==> src/rtl/mips32_boot_ctrl_pkg.sv <==
// Shared types and constants for the MIPS32 boot/run/dump sequencer.
package mips32_boot_pkg;
    localparam int         DATA_W = 32;
    localparam logic [5:0] OP_HLT = 6'h3f;

    typedef enum logic [3:0] {
        S_IDLE,
        S_LOAD,
        S_REGINIT,
        S_CLEAR,
        S_RUN,
        S_DUMP_REQ,
        S_DUMP_CAP,
        S_DUMP_OUT,
        S_DONE
    } state_t;
endpackage

==> src/rtl/mips32_boot_ctrl.sv <==
// Boot sequencer: loads program memory, initialises the register file, runs the core
// until HLT or timeout, then streams a memory window out with back-pressure.
module mips32_boot_ctrl
    import mips32_boot_pkg::*;
#(
    parameter int ADDR_W       = 10,
    parameter int NUM_REGS     = 32,
    parameter int REG_INIT_IDX = 1,
    parameter int TIMEOUT_CYC  = 1024,
    localparam int RIDX_W      = (NUM_REGS > 1) ? $clog2(NUM_REGS) : 1
) (
    input  logic              clk,
    input  logic              rst_n,
    input  logic              start_i,
    input  logic [ADDR_W-1:0] load_len_i,
    input  logic [ADDR_W-1:0] dump_base_i,
    input  logic [ADDR_W-1:0] dump_len_i,
    input  logic              in_valid_i,
    input  logic [DATA_W-1:0] in_data_i,
    output logic              in_ready_o,
    output logic              mem_we_o,
    output logic              mem_re_o,
    output logic [ADDR_W-1:0] mem_addr_o,
    output logic [DATA_W-1:0] mem_wdata_o,
    input  logic [DATA_W-1:0] mem_rdata_i,
    output logic              reg_we_o,
    output logic [RIDX_W-1:0] reg_addr_o,
    output logic [DATA_W-1:0] reg_wdata_o,
    output logic              core_pc_clr_o,
    output logic              core_run_o,
    input  logic              core_halted_i,
    output logic              out_valid_o,
    output logic [DATA_W-1:0] out_data_o,
    input  logic              out_ready_i,
    output logic              busy_o,
    output logic              done_o,
    output logic              timed_out_o
);

    state_t              state_q, state_d;
    logic [31:0]         cnt_q, cnt_d;
    logic [ADDR_W-1:0]   load_len_q, load_len_d;
    logic [ADDR_W-1:0]   dump_base_q, dump_base_d;
    logic [ADDR_W-1:0]   dump_len_q, dump_len_d;
    logic [DATA_W-1:0]   out_data_q, out_data_d;
    logic                timed_out_q, timed_out_d;

    always_ff @(posedge clk or negedge rst_n) begin
        if (!rst_n) begin
            state_q     <= S_IDLE;
            cnt_q       <= '0;
            load_len_q  <= '0;
            dump_base_q <= '0;
            dump_len_q  <= '0;
            out_data_q  <= '0;
            timed_out_q <= 1'b0;
        end else begin
            state_q     <= state_d;
            cnt_q       <= cnt_d;
            load_len_q  <= load_len_d;
            dump_base_q <= dump_base_d;
            dump_len_q  <= dump_len_d;
            out_data_q  <= out_data_d;
            timed_out_q <= timed_out_d;
        end
    end

    // One shared counter: load index, register index, run cycles, dump index.
    always_comb begin
        state_d       = state_q;
        cnt_d         = cnt_q;
        load_len_d    = load_len_q;
        dump_base_d   = dump_base_q;
        dump_len_d    = dump_len_q;
        out_data_d    = out_data_q;
        timed_out_d   = timed_out_q;
        in_ready_o    = 1'b0;
        mem_we_o      = 1'b0;
        mem_re_o      = 1'b0;
        mem_addr_o    = '0;
        mem_wdata_o   = '0;
        reg_we_o      = 1'b0;
        reg_addr_o    = '0;
        reg_wdata_o   = '0;
        core_pc_clr_o = 1'b0;
        core_run_o    = 1'b0;
        out_valid_o   = 1'b0;

        unique case (state_q)
            S_IDLE, S_DONE: begin
                if (start_i) begin
                    load_len_d  = load_len_i;
                    dump_base_d = dump_base_i;
                    dump_len_d  = dump_len_i;
                    timed_out_d = 1'b0;
                    cnt_d       = '0;
                    state_d     = (load_len_i == '0) ? S_REGINIT : S_LOAD;
                end
            end
            S_LOAD: begin
                in_ready_o = 1'b1;
                if (in_valid_i) begin
                    mem_we_o    = 1'b1;
                    mem_addr_o  = cnt_q[ADDR_W-1:0];
                    mem_wdata_o = in_data_i;
                    if (cnt_q == 32'(load_len_q) - 32'd1) begin
                        cnt_d   = '0;
                        state_d = S_REGINIT;
                    end else begin
                        cnt_d = cnt_q + 32'd1;
                    end
                end
            end
            S_REGINIT: begin
                reg_we_o    = 1'b1;
                reg_addr_o  = cnt_q[RIDX_W-1:0];
                reg_wdata_o = (REG_INIT_IDX != 0) ? cnt_q : '0;
                if (cnt_q == 32'(NUM_REGS - 1)) begin
                    cnt_d   = '0;
                    state_d = S_CLEAR;
                end else begin
                    cnt_d = cnt_q + 32'd1;
                end
            end
            S_CLEAR: begin
                core_pc_clr_o = 1'b1;
                cnt_d         = '0;
                state_d       = S_RUN;
            end
            S_RUN: begin
                core_run_o = 1'b1;
                // A halt in the same cycle as the timeout counts as a clean halt.
                if (core_halted_i ||
                    (TIMEOUT_CYC != 0 && cnt_q == 32'(TIMEOUT_CYC - 1))) begin
                    timed_out_d = !core_halted_i;
                    cnt_d       = '0;
                    state_d     = (dump_len_q == '0) ? S_DONE : S_DUMP_REQ;
                end else begin
                    cnt_d = cnt_q + 32'd1;
                end
            end
            S_DUMP_REQ: begin
                mem_re_o   = 1'b1;
                mem_addr_o = dump_base_q + cnt_q[ADDR_W-1:0];
                state_d    = S_DUMP_CAP;
            end
            S_DUMP_CAP: begin
                out_data_d = mem_rdata_i;
                state_d    = S_DUMP_OUT;
            end
            S_DUMP_OUT: begin
                out_valid_o = 1'b1;
                if (out_ready_i) begin
                    if (cnt_q == 32'(dump_len_q) - 32'd1) begin
                        state_d = S_DONE;
                    end else begin
                        cnt_d   = cnt_q + 32'd1;
                        state_d = S_DUMP_REQ;
                    end
                end
            end
            default: state_d = S_IDLE;
        endcase
    end

    assign out_data_o  = out_data_q;
    assign done_o      = (state_q == S_DONE);
    assign busy_o      = (state_q != S_IDLE) && (state_q != S_DONE);
    assign timed_out_o = timed_out_q && (state_q == S_DONE);

endmodule

==> config.mk <==
export PLATFORM = sky130hd
export DESIGN_NAME = mips32_boot_ctrl
export DESIGN_NICKNAME = d
export VERILOG_FILES = /design/src/rtl/mips32_boot_ctrl_pkg.sv /design/src/rtl/mips32_boot_ctrl.sv
export SDC_FILE = /design/constraint.sdc
export NUM_CORES = 1
export LEC_CHECK = 0
export CORE_MARGIN = 3
export CORE_UTILIZATION = 45
export DETAILED_ROUTE_END_ITERATION = 16
export GPL_TIMING_DRIVEN = 1
export PLACE_DENSITY_LB_ADDON = 0.12
export SYNTH_ARGS = -nofsm -noshare
export SYNTH_HDL_FRONTEND = slang
export SYNTH_SLANG_ARGS = --single-unit
==> constraint.sdc <==
create_clock -name clk -period 5.31 [get_ports clk]
set_clock_uncertainty 0.1 [all_clocks]
set_input_delay 1.3275 -clock clk [delete_from_list [all_inputs] [get_ports clk]]
set_output_delay 1.3275 -clock clk [all_outputs]
set_load 0.01 [all_outputs]
==> results of run 1 <==
-- through the flow --
stage                     std cells  util (%)  hold slack (ns)  area (µm²)
after floorplan                 701         -            0.385        6550
final                          1074      64.9            0.404        9110
after detailed placement       1058      62.8            0.399        8820
after global placement         1058      62.8            0.388        8820
after CTS                      1074      64.9            0.410        9110
after global routing           1074      64.9            0.427        9110
-- cells in the final DEF (no fill, tap or decap), drive strengths merged, types with 3 or more instances in the layout --
cell / netlist / layout
ha: 12 / 12
xnor2: 14 / 14
nor4: 20 / 20
nand2: 34 / 34
a21o: 11 / 11
inv: 26 / 26
nor2b: 14 / 14
a21oi: 18 / 18
nor2: 34 / 34
or3: 11 / 11
o2111ai: 3 / 3
dfrtp: 99 / 99
clkdlybuf4s50: 0 / 219
a31oi: 7 / 7
or4b: 6 / 6
and4: 5 / 5
buf: 19 / 15
clkbuf: 38 / 10
nand4: 16 / 16
nor3b: 3 / 3
o21a: 4 / 4
nand3: 24 / 24
clkinvlp: 0 / 3
xor2: 14 / 14
and2: 66 / 66
a22o: 8 / 8
and3: 8 / 8
nor3: 17 / 17
nand2b: 8 / 8
a22oi: 15 / 15
o31ai: 14 / 14
a21boi: 3 / 3
o41ai: 4 / 4
o21ai: 38 / 38
and3b: 3 / 3
mux2: 54 / 54
-- state kept, by name, summed over array words and instances, names as in the netlist --
name,cells
cnt_q,32
out_data_o,32
dump_base_q,10
dump_len_q,10
load_len_q,10
state_q,4
timed_out_q,1
-- worst paths after layout --
check / from / to / slack, ns / depth (start not counted)
worst max-delay path: cnt_q[1] / mem_addr_o[9] / 0.39 / 9
worst min-delay path: out_data_o[24] / out_data_o[24] / 0.40 / 1
worst max register to register: dump_len_q[0] / cnt_q[12] / 1.25 / 11
worst min register to register: out_data_o[24] / out_data_o[24] / 0.40 / 1
max in group asynchronous: rst_n / out_data_o[9] / 3.16 / 2
min in group asynchronous: rst_n / cnt_q[26] / 1.01 / 1
-- report_power, final --
part	leakage (nW)	total (mW)	switching, mW	internal, mW
registers	1.29	0.754	0	0.754
logic	2.47	0.0896	0.0258	0.0639
clock network	0.135	0.657	0.292	0.365
total	3.89	1.50	0.317	1.18
-- critical path: stages (launching register included) --
cell             delay [ns]
dfrtp_1                0.38
ha_1                   0.30
a21o_1                 0.18
a21oi_1                0.23
o21ai_0                0.16
a2111o_1               0.48
a2111oi_0              0.53
nor3b_1                0.11
o31ai_1                0.20
clkdlybuf4s50_1        0.58
-- kinds of logic (layout without fill, tap and decap cells) --
logic type | Yosys count | after routing | share of synthesized area (%)
AOI/OAI and AO/OA | 145 | 145 | 16.0
xor gates and xnor gates | 28 | 28 | 3.74
adders and majority gates | 13 | 13 | 2.60
buffers and inverters | 83 | 276 | 5.65
DFF | 99 | 99 | 37.8
muxes | 56 | 56 | 9.59
and+or+nand+nor | 277 | 277 | 24.5
-- layout make-up --
cell class / instances / area (µm²)
fillers: 1155 / 4930
flip-flops and latches: 99 / 2480
clock inverters: 6 / 66.3
well taps: 180 / 225
repair buffers: 234 / 2300
clock buffers: 10 / 229
inverters: 26 / 97.6
multi-input cells: 519 / 3710
-- layer usage --
metal	part of all wire [%]	track usage [%]
met4	2.5	8.96
met5	0	0
met2	49	39.9
met3	8.0	5.09
met1	41	28.3
==> impl_metrics.xml, run 1 <==
<?xml version="1.0" encoding="UTF-8"?>
<metrics>
  <group name="global_routing">
    <metric name="antenna_found_initial" unit="">0</metric>
    <metric name="grt_pass1_wl" unit="µm">30400</metric>
    <metric name="overflow" unit="">0</metric>
    <metric name="grt_max_degree" unit="">74</metric>
    <metric name="first_global_vias" unit="">6158</metric>
    <metric name="grtUsageTotal" unit="%">23.2</metric>
  </group>
  <group name="floorplan">
    <metric name="fp.coreArea" unit="µm²">14000</metric>
    <metric name="floorplan.die.height" unit="µm">127</metric>
    <metric name="fp-row-count" unit="">43</metric>
    <metric name="start_util" unit="%">46.6</metric>
    <metric name="pin_count" unit="">221</metric>
    <metric name="design.die.area" unit="µm²">16000</metric>
    <metric name="chipWidth" unit="µm">127</metric>
  </group>
  <group name="sta">
    <metric name="tns" unit="ns">0</metric>
    <metric name="timing.final.max_slew_violations" unit="">0</metric>
    <metric name="fin_crit" unit="ns">4.92</metric>
    <metric name="fmaxAchievable" unit="MHz">203</metric>
    <metric name="fin_crit_sh" unit="%">92.7</metric>
    <metric name="rsz_0062_raised_after_global_routing" unit="">no</metric>
    <metric name="setup_viol_count_final" unit="">0</metric>
    <metric name="hold_viol" unit="">0</metric>
    <metric name="tightestPinTransition" unit="ns">0.974</metric>
    <metric name="slew_headroom" unit="%">35.1</metric>
    <metric name="fin_ws" unit="ns">0.386</metric>
  </group>
  <group name="cts">
    <metric name="postCtsSetupBuffers" unit="">0</metric>
    <metric name="clock-sinks" unit="">99</metric>
    <metric name="cts_max_path_buffers" unit="">2</metric>
    <metric name="clock-root-buffer" unit="">clkbuf_16</metric>
    <metric name="clock_latency" unit="ns">0.35</metric>
    <metric name="cts_tree" unit="">yes</metric>
    <metric name="postCtsResizedCells" unit="">0</metric>
    <metric name="ctsHtreeMaxLevel" unit="">3</metric>
    <metric name="tritoncts.num_buffers" unit="">9</metric>
    <metric name="cts.clk_slew.worst_paths" unit="ns">0.07</metric>
    <metric name="cts.hold.buffers_added" unit="">0</metric>
  </group>
  <group name="placement">
    <metric name="globalplace.congestion" unit="">0.873</metric>
    <metric name="numPortBuffers" unit="">220</metric>
    <metric name="dpl.hpwl" unit="µm">14300</metric>
    <metric name="dp_worst_setup_slack" unit="ns">0.753</metric>
  </group>
  <group name="power_and_ir_drop">
    <metric name="power_density" unit="nW/µm²">165</metric>
    <metric name="power.total" unit="mW">1.50</metric>
    <metric name="p_leak" unit="nW">3.89</metric>
    <metric name="vdd.ir_drop.worst" unit="V">0.000212</metric>
  </group>
  <group name="worst_setup_path">
    <metric name="endpoint_kind" unit="">output pin</metric>
    <metric name="timing.setup.critical_path_class" unit="">register to output pin</metric>
    <metric name="worstPathArrival" unit="ns">3.50</metric>
    <metric name="startpoint_type" unit="">register</metric>
    <metric name="critical_path_required" unit="ns">3.88</metric>
    <metric name="critical_path.max_fanout" unit="">3</metric>
  </group>
  <group name="yosys">
    <metric name="post_synth_instance_area" unit="µm²">6550</metric>
    <metric name="synth.yosys.warnings" unit="">0</metric>
    <metric name="yosysUniqueCellTypes" unit="">67</metric>
    <metric name="synth_most_common_cell" unit="">dfrtp_1</metric>
    <metric name="ys.flop_type" unit="">dfrtp_1</metric>
    <metric name="synth_fp_nets" unit="">814</metric>
    <metric name="ys_top_cells_by_count" unit="">dfrtp_1 (99), and2_1 (66), mux2_2 (54)</metric>
    <metric name="yosys.area.top_type_share" unit="%">37.8</metric>
    <metric name="ys_seq_area_share" unit="%">37.8</metric>
    <metric name="synth_register_bits" unit="">99</metric>
    <metric name="synth_top_cell_by_area" unit="">dfrtp_1</metric>
    <metric name="synthCells" unit="">701</metric>
    <metric name="average_instance_area_after_synthesis" unit="µm²">9.34</metric>
    <metric name="synth_area_leaders" unit="">dfrtp_1 (38%), mux2_2 (9.3%), and2_1 (6.3%), o21ai_0 (2.8%), ha_1 (2.3%)</metric>
    <metric name="synth_enable_flop_cells" unit="">0</metric>
    <metric name="share_of_synthesized_registers_carrying_an_async_set_or_reset" unit="%">100</metric>
  </group>
  <group name="detailed_routing">
    <metric name="drt_drc_violations_left" unit="">0</metric>
    <metric name="routed_wire_length_per_instance" unit="µm">17.8</metric>
    <metric name="via_per_inst" unit="">5.73</metric>
    <metric name="drt_first_pass_iters" unit="">6</metric>
    <metric name="postRouteAntennaNets" unit="">0</metric>
    <metric name="vias" unit="">6152</metric>
    <metric name="wirelength" unit="µm">19100</metric>
    <metric name="drt-initial-drc-count" unit="">435</metric>
  </group>
  <group name="finish">
    <metric name="areaGrowthSynthToFinish" unit="%">39.1</metric>
    <metric name="final_nets" unit="">1002</metric>
    <metric name="num_antenna_cells" unit="">0</metric>
    <metric name="final_layout_size_suffix_gt1_share" unit="%">12.4</metric>
  </group>
  <group name="job">
    <metric name="max_cap_violations" unit="">0</metric>
  </group>
  <group name="run_status">
    <metric name="run_status" unit="">finished, final reports clean</metric>
  </group>
  <group name="min_path">
    <metric name="class_of_the_worst_hold_path" unit="">register to register</metric>
  </group>
</metrics>
Note: power is estimated with default switching activity, not from simulation.
==> run 2, diff against run 1 <==
--- a/config.mk
+++ b/config.mk
@@ -5,11 +5,13 @@
 export SDC_FILE = /design/constraint.sdc
 export NUM_CORES = 1
 export LEC_CHECK = 0
+export ABC_AREA = 1
 export CORE_MARGIN = 3
 export CORE_UTILIZATION = 45
 export DETAILED_ROUTE_END_ITERATION = 16
 export GPL_TIMING_DRIVEN = 1
 export PLACE_DENSITY_LB_ADDON = 0.12
+export SLEW_MARGIN = 20
 export SYNTH_ARGS = -nofsm -noshare
 export SYNTH_HDL_FRONTEND = slang
 export SYNTH_SLANG_ARGS = --single-unit
==> run 2 against run 1 <==
Global-route usage is 3.4 points higher. Register-to-register slack better by 0.96 ns. Largest power group is now combinational cells. Critical path depth is 6 higher. Clock power is 2% higher. First-iteration DRC count is 10% higher. Highest routed layer unchanged. Count of clock-buffer cells in the layout is 1 lower. Combinational power grew to 23 times the previous value. Sequential power is 60% higher. Cell count is 46% higher. Setup slack better by 0.14 ns. Utilization is 1.6 points lower. Sequential share of layout area is 1.8 points lower.
==> impl_metrics.xml, run 2 <==
<?xml version="1.0" encoding="UTF-8"?>
<metrics>
  <group name="finish">
    <metric name="final_layout_size_suffix_gt1_share" unit="%">4.42</metric>
    <metric name="mostFrequentLayoutCell" unit="">nand2_1</metric>
    <metric name="final_cell_mix" unit="">nand2_1 (435), clkdlybuf4s50_1 (219), nor2_1 (209)</metric>
    <metric name="fillers" unit="">1497</metric>
    <metric name="num_antenna_cells" unit="">0</metric>
    <metric name="multi_input_combinational_cell_area" unit="µm²">4050</metric>
    <metric name="final_util" unit="%">63.3</metric>
    <metric name="final_nets" unit="">1465</metric>
    <metric name="seq_area" unit="µm²">2480</metric>
    <metric name="areaGrowthSynthToFinish" unit="%">35.3</metric>
  </group>
  <group name="sta">
    <metric name="hold_viol" unit="">0</metric>
    <metric name="tightestPinTransition" unit="ns">0.927</metric>
    <metric name="fin_crit_sh" unit="%">90.0</metric>
    <metric name="rsz_0062_raised_after_global_routing" unit="">no</metric>
    <metric name="slew_headroom" unit="%">38.2</metric>
    <metric name="fmaxAchievable" unit="MHz">209</metric>
    <metric name="fin_crit" unit="ns">4.78</metric>
    <metric name="timing.final.max_slew_violations" unit="">0</metric>
    <metric name="setup_viol_count_final" unit="">0</metric>
    <metric name="tns" unit="ns">0</metric>
  </group>
  <group name="yosys">
    <metric name="yosys.area.top_type_share" unit="%">34.3</metric>
    <metric name="share_of_synthesized_registers_carrying_an_async_set_or_reset" unit="%">100</metric>
    <metric name="average_instance_area_after_synthesis" unit="µm²">6.22</metric>
    <metric name="synth_most_common_cell" unit="">nand2_1</metric>
    <metric name="synth_register_bits" unit="">99</metric>
    <metric name="synth_top_cell_by_area" unit="">dfrtp_1</metric>
    <metric name="ys_seq_area_share" unit="%">34.3</metric>
    <metric name="post_synth_instance_area" unit="µm²">7220</metric>
    <metric name="synth_enable_flop_cells" unit="">0</metric>
    <metric name="synth_area_leaders" unit="">dfrtp_1 (34%), nand2_1 (23%), nor2_1 (11%), nand3_1 (6.1%), inv_1 (5.9%)</metric>
    <metric name="synthCells" unit="">1160</metric>
    <metric name="synth.yosys.warnings" unit="">0</metric>
    <metric name="ys_top_cells_by_count" unit="">nand2_1 (436), nor2_1 (209), inv_1 (113)</metric>
    <metric name="yosysUniqueCellTypes" unit="">41</metric>
    <metric name="synth_fp_nets" unit="">1273</metric>
    <metric name="ys.flop_type" unit="">dfrtp_1</metric>
  </group>
  <group name="floorplan">
    <metric name="design.die.area" unit="µm²">17600</metric>
    <metric name="floorplan.die.height" unit="µm">133</metric>
    <metric name="pin_count" unit="">221</metric>
    <metric name="chipWidth" unit="µm">133</metric>
    <metric name="fp-row-count" unit="">45</metric>
    <metric name="fp.coreArea" unit="µm²">15400</metric>
    <metric name="start_util" unit="%">46.8</metric>
  </group>
  <group name="detailed_routing">
    <metric name="via_per_inst" unit="">5.03</metric>
    <metric name="drt_drc_violations_left" unit="">0</metric>
    <metric name="postRouteAntennaNets" unit="">0</metric>
    <metric name="wirelength" unit="µm">23300</metric>
    <metric name="drt-initial-drc-count" unit="">479</metric>
    <metric name="vias" unit="">7880</metric>
    <metric name="routed_wire_length_per_instance" unit="µm">14.9</metric>
    <metric name="drt_first_pass_iters" unit="">5</metric>
  </group>
  <group name="global_routing">
    <metric name="grt_pass1_wl" unit="µm">38100</metric>
    <metric name="grt_max_degree" unit="">71</metric>
    <metric name="overflow" unit="">0</metric>
    <metric name="first_global_vias" unit="">7551</metric>
    <metric name="antenna_found_initial" unit="">0</metric>
    <metric name="grtUsageTotal" unit="%">26.5</metric>
  </group>
  <group name="placement">
    <metric name="globalplace.congestion" unit="">0.948</metric>
    <metric name="dpl.hpwl" unit="µm">17700</metric>
    <metric name="numPortBuffers" unit="">220</metric>
  </group>
  <group name="cts">
    <metric name="cts.clk_slew.worst_paths" unit="ns">0.08</metric>
    <metric name="clock-sinks" unit="">99</metric>
    <metric name="cts_tree" unit="">yes</metric>
    <metric name="ctsHtreeMaxLevel" unit="">3</metric>
    <metric name="postCtsResizedCells" unit="">0</metric>
    <metric name="cts.hold.buffers_added" unit="">0</metric>
    <metric name="tritoncts.num_buffers" unit="">9</metric>
    <metric name="clock_latency" unit="ns">0.36</metric>
    <metric name="postCtsSetupBuffers" unit="">0</metric>
    <metric name="cts_max_path_buffers" unit="">2</metric>
    <metric name="clock-root-buffer" unit="">clkbuf_16</metric>
  </group>
  <group name="job">
    <metric name="max_cap_violations" unit="">0</metric>
  </group>
  <group name="power_and_ir_drop">
    <metric name="vdd.ir_drop.worst" unit="V">0.000269</metric>
    <metric name="power_density" unit="nW/µm²">406</metric>
    <metric name="p_leak" unit="nW">4.56</metric>
  </group>
  <group name="worst_setup_path">
    <metric name="critical_path.max_fanout" unit="">9</metric>
    <metric name="worstPathArrival" unit="ns">3.35</metric>
    <metric name="startpoint_type" unit="">register</metric>
    <metric name="timing.setup.critical_path_class" unit="">register to output pin</metric>
    <metric name="endpoint_kind" unit="">output pin</metric>
    <metric name="critical_path_required" unit="ns">3.88</metric>
  </group>
  <group name="run_status">
    <metric name="run_status" unit="">finished, final reports clean</metric>
  </group>
  <group name="min_path">
    <metric name="class_of_the_worst_hold_path" unit="">register to register</metric>
  </group>
</metrics>
[run 2: cell types whose count changed after synthesis, sizes merged, moves of 40 or more]
| cell | before | now |
|---|---|---|
| inv | 26 | 115 |
| nand3 | 24 | 88 |
| and2 | 66 | 1 |
| mux2 | 54 | 14 |
| nor2 | 34 | 215 |
| nand2 | 34 | 440 |
[run 2: layer usage]
metal	GRT usage [%]	vias to the layer above	share of wire (%)
li1	-	3995	-
met1	33.2	3605	42
met2	44.6	265	48
met3	9.20	15	9.3
met4	5.43	0	0.78
met5	0	-	0
[run 2: cells by family (layout without fill, tap and decap cells)]
family / after synthesis / after routing / synth area share (%)
xor gates and xnor gates: 14 / 14 / 1.70
DFF: 99 / 99 / 34.3
adders and majority gates: 13 / 13 / 2.36
muxes: 14 / 14 / 2.18
and+or+nand+nor: 789 / 789 / 44.6
AOI/OAI and AO/OA: 68 / 68 / 5.18
buffers and inverters: 163 / 360 / 9.65
[run 2: power breakdown]
group	internal (mW)	switching, mW
Sequential	1.01	0.198
Combinational	0.840	1.25
Clock	0.333	0.336
Total	2.18	1.79
[run 2: worst paths after layout]
path / startpoint / to / slack (ns) / cells after the start
min: out_data_o[10] / out_data_o[10] / 0.38 / 2
max: cnt_q[0] / mem_addr_o[8] / 0.53 / 15
max in group asynchronous: rst_n / cnt_q[22] / 3.20 / 2
min reg2reg: out_data_o[10] / out_data_o[10] / 0.38 / 2
max reg2reg: state_q[3] / cnt_q[28] / 2.21 / 11
min in group asynchronous: rst_n / cnt_q[9] / 0.98 / 1
[run 2: through the flow]
step / setup WS [ns] / cells / instance area [µm²] / power, mW / hold WS [ns]
after floorplan: 1.84 / 1160 / 7220 / 2.58 / 0.344
after CTS: 0.527 / 1568 / 9770 / 3.98 / 0.387
after global routing: 0.245 / 1568 / 9770 / 4.29 / 0.417
after global placement: 0.860 / 1552 / 9470 / 3.27 / 0.361
final: 0.531 / 1568 / 9770 / 3.97 / 0.383
after detailed placement: 0.838 / 1552 / 9480 / 3.29 / 0.365
[run 2: area by class of cell]
type | instances | area share [%]
multi-input cells | 898 | 41.4
flip-flops and latches | 99 | 25.4
repair buffers | 226 | 23.0
clock inverters | 7 | 0.666
well taps | 211 | 2.70
inverters | 118 | 4.53
clock buffers | 9 | 2.31
[run 2: worst max-delay path: stages (launching register included)]
cell             delay (ns)
dfrtp_1                0.56
ha_1                   0.29
inv_1                  0.07
fa_1                   0.37
inv_1                  0.08
nand3_1                0.07
nand2_1                0.09
nand2_1                0.07
nand2_1                0.06
a21oi_1                0.07
nor2_1                 0.13
o21ai_0                0.12
nand3_1                0.09
nand2_1                0.04
o21ai_0                0.27
clkdlybuf4s50_1        0.61
==> run 3, diff against run 2 <==
--- a/config.mk
+++ b/config.mk
@@ -11,7 +11,6 @@
 export DETAILED_ROUTE_END_ITERATION = 16
 export GPL_TIMING_DRIVEN = 1
 export PLACE_DENSITY_LB_ADDON = 0.12
-export SLEW_MARGIN = 20
 export SYNTH_ARGS = -nofsm -noshare
 export SYNTH_HDL_FRONTEND = slang
 export SYNTH_SLANG_ARGS = --single-unit
==> run 3 against run 2 <==
Setup slack better by 0.026 ns. Worst hold slack lost 0.0022 ns. Global-route usage increased by 0.069 points. Design area about the same. Maximum frequency grew 0.54%. Register-to-register slack gained 0.03 ns. Combinational power about the same. Die area unchanged. Cell count did not move. Wire length is essentially flat. Count of clock-buffer cells in the layout grew 1. Critical endpoint unchanged.
==> impl_metrics.xml, run 3 (synthesis gave the netlist of run 2 again) <==
<?xml version="1.0" encoding="UTF-8"?>
<metrics>
  <group name="run_status">
    <metric name="run_status" unit="">finished, final reports clean</metric>
  </group>
  <group name="worst_setup_path">
    <metric name="cp_num_buf_inv" unit="">3</metric>
    <metric name="cp_top_family" unit="">buffers and inverters</metric>
    <metric name="crit_path_max_incr_delay" unit="ns">0.60</metric>
    <metric name="critical_path.max_fanout" unit="">9</metric>
    <metric name="startpoint_type" unit="">register</metric>
    <metric name="endpoint_kind" unit="">output pin</metric>
    <metric name="critical_path.most_common_cell" unit="">nand2_1</metric>
    <metric name="crit_path_cell_trace" unit="">ha_1 &gt; inv_1 &gt; fa_1 &gt; inv_1 &gt; nand3_1 &gt; nand2_1 &gt; nand2_1 &gt; nand2_1 &gt; a21oi_1 &gt; nor2_1 &gt; o21ai_0 &gt; nand3_1 &gt; nand2_1 &gt; o21ai_0 &gt; clkdlybuf4s50_1</metric>
    <metric name="critical_path_required" unit="ns">3.88</metric>
    <metric name="cell_with_the_largest_stage_delay_on_the_worst_path" unit="">clkdlybuf4s50_1</metric>
    <metric name="timing.setup.critical_path_class" unit="">register to output pin</metric>
    <metric name="worstPathArrival" unit="ns">3.33</metric>
  </group>
  <group name="cts">
    <metric name="postCtsSetupBuffers" unit="">0</metric>
    <metric name="ctsHtreeMaxLevel" unit="">3</metric>
    <metric name="tritoncts.num_buffers" unit="">9</metric>
    <metric name="cts_tree" unit="">yes</metric>
    <metric name="cts.hold.buffers_added" unit="">0</metric>
    <metric name="cts_max_path_buffers" unit="">2</metric>
    <metric name="clock-root-buffer" unit="">clkbuf_16</metric>
    <metric name="postCtsResizedCells" unit="">0</metric>
    <metric name="clock_latency" unit="ns">0.36</metric>
    <metric name="clock-sinks" unit="">99</metric>
    <metric name="cts.clk_slew.worst_paths" unit="ns">0.08</metric>
  </group>
  <group name="sta">
    <metric name="tightestPinTransition" unit="ns">1.18</metric>
    <metric name="rsz_0062_raised_after_global_routing" unit="">no</metric>
    <metric name="setup_viol_count_final" unit="">0</metric>
    <metric name="tns" unit="ns">0</metric>
    <metric name="hold_viol" unit="">0</metric>
    <metric name="finalHoldWorstSlack" unit="ns">0.381</metric>
    <metric name="timing.final.max_slew_violations" unit="">0</metric>
    <metric name="fin_crit_sh" unit="%">89.5</metric>
    <metric name="slew_headroom" unit="%">21.0</metric>
    <metric name="fmaxAchievable" unit="MHz">210</metric>
    <metric name="fin_ws" unit="ns">0.557</metric>
    <metric name="fin_crit" unit="ns">4.75</metric>
  </group>
  <group name="finish">
    <metric name="final_layout_size_suffix_gt1_share" unit="%">4.35</metric>
    <metric name="final_util" unit="%">63.3</metric>
    <metric name="num_antenna_cells" unit="">0</metric>
    <metric name="mostFrequentLayoutCell" unit="">nand2_1</metric>
    <metric name="final_cell_mix" unit="">nand2_1 (436), clkdlybuf4s50_1 (219), nor2_1 (209)</metric>
    <metric name="areaGrowthSynthToFinish" unit="%">35.3</metric>
    <metric name="final_nets" unit="">1465</metric>
  </group>
  <group name="detailed_routing">
    <metric name="drt_drc_violations_left" unit="">0</metric>
    <metric name="via_per_inst" unit="">4.97</metric>
    <metric name="routed_wire_length_per_instance" unit="µm">14.9</metric>
    <metric name="drt-initial-drc-count" unit="">488</metric>
    <metric name="postRouteAntennaNets" unit="">0</metric>
    <metric name="vias" unit="">7800</metric>
    <metric name="drt_first_pass_iters" unit="">5</metric>
    <metric name="wirelength" unit="µm">23300</metric>
  </group>
  <group name="min_path">
    <metric name="class_of_the_worst_hold_path" unit="">register to register</metric>
  </group>
  <group name="job">
    <metric name="max_cap_violations" unit="">0</metric>
  </group>
  <group name="placement">
    <metric name="globalplace.congestion" unit="">0.948</metric>
    <metric name="numPortBuffers" unit="">220</metric>
    <metric name="dp_worst_setup_slack" unit="ns">0.862</metric>
    <metric name="dpl.hpwl" unit="µm">17700</metric>
  </group>
  <group name="power_and_ir_drop">
    <metric name="power_density" unit="nW/µm²">406</metric>
    <metric name="power.total" unit="mW">3.96</metric>
    <metric name="p_leak" unit="nW">4.56</metric>
    <metric name="vdd.ir_drop.worst" unit="V">0.000279</metric>
  </group>
  <group name="global_routing">
    <metric name="grt_max_degree" unit="">71</metric>
    <metric name="grtUsageTotal" unit="%">26.6</metric>
    <metric name="grt_pass1_wl" unit="µm">38100</metric>
    <metric name="first_global_vias" unit="">7569</metric>
    <metric name="overflow" unit="">0</metric>
    <metric name="antenna_found_initial" unit="">0</metric>
  </group>
  <group name="floorplan">
    <metric name="start_util" unit="%">46.8</metric>
    <metric name="design.die.area" unit="µm²">17600</metric>
    <metric name="chipWidth" unit="µm">133</metric>
    <metric name="fp.coreArea" unit="µm²">15400</metric>
    <metric name="floorplan.die.height" unit="µm">133</metric>
    <metric name="pin_count" unit="">221</metric>
    <metric name="fp-row-count" unit="">45</metric>
  </group>
</metrics>
==> run 3: layout make-up <==
type / instances / area [µm²]
repair buffers: 226 / 2240
well taps: 211 / 264
inverters: 118 / 443
fillers: 1513 / 5660
flip-flops and latches: 99 / 2480
clock buffers: 10 / 239
multi-input cells: 898 / 4050
clock inverters: 6 / 55.1
==> run 3: final timing paths <==
check,startpoint,endpoint,slack [ns],cells after the start
setup reg to reg,state_q[3],cnt_q[28],2.24,11
setup / recovery,cnt_q[0],mem_addr_o[8],0.56,15
max in group asynchronous,rst_n,cnt_q[22],3.20,2
min in group asynchronous,rst_n,load_len_q[0],0.99,1
hold reg to reg,out_data_o[10],out_data_o[10],0.38,2
hold / removal,out_data_o[10],out_data_o[10],0.38,2
==> run 3: through the flow <==
step	instances	cell area [µm²]
4_1_cts	1568	9770
3_5_place_dp	1552	9470
3_3_place_gp	1552	9470
5_1_grt	1568	9770
6_report	1568	9770
2_1_floorplan	1160	7220
==> run 3: worst register-to-register path, delay by kind of cell, from the launching register on <==
kind	cells	cell delay, ns
simple gates	8	1.23
buf+inv	3	1.23
flops	1	0.41
==> run 3: where the power goes <==
group          internal (mW)  total, mW  switching [mW]
clock network          0.340      0.667           0.327
logic                  0.840       2.09            1.25
registers               1.01       1.21           0.198
total                   2.19       3.96            1.77
==> run 3: routing by layer <==
layer  global-route usage (%)  share of wire, %  vias to the layer above
li1                         -                 -                     3981
met1                     32.9                42                     3557
met2                     45.2                48                      242
met3                     8.56               8.5                       20
met4                     6.52               1.3                        0
met5                        0                 0                        -
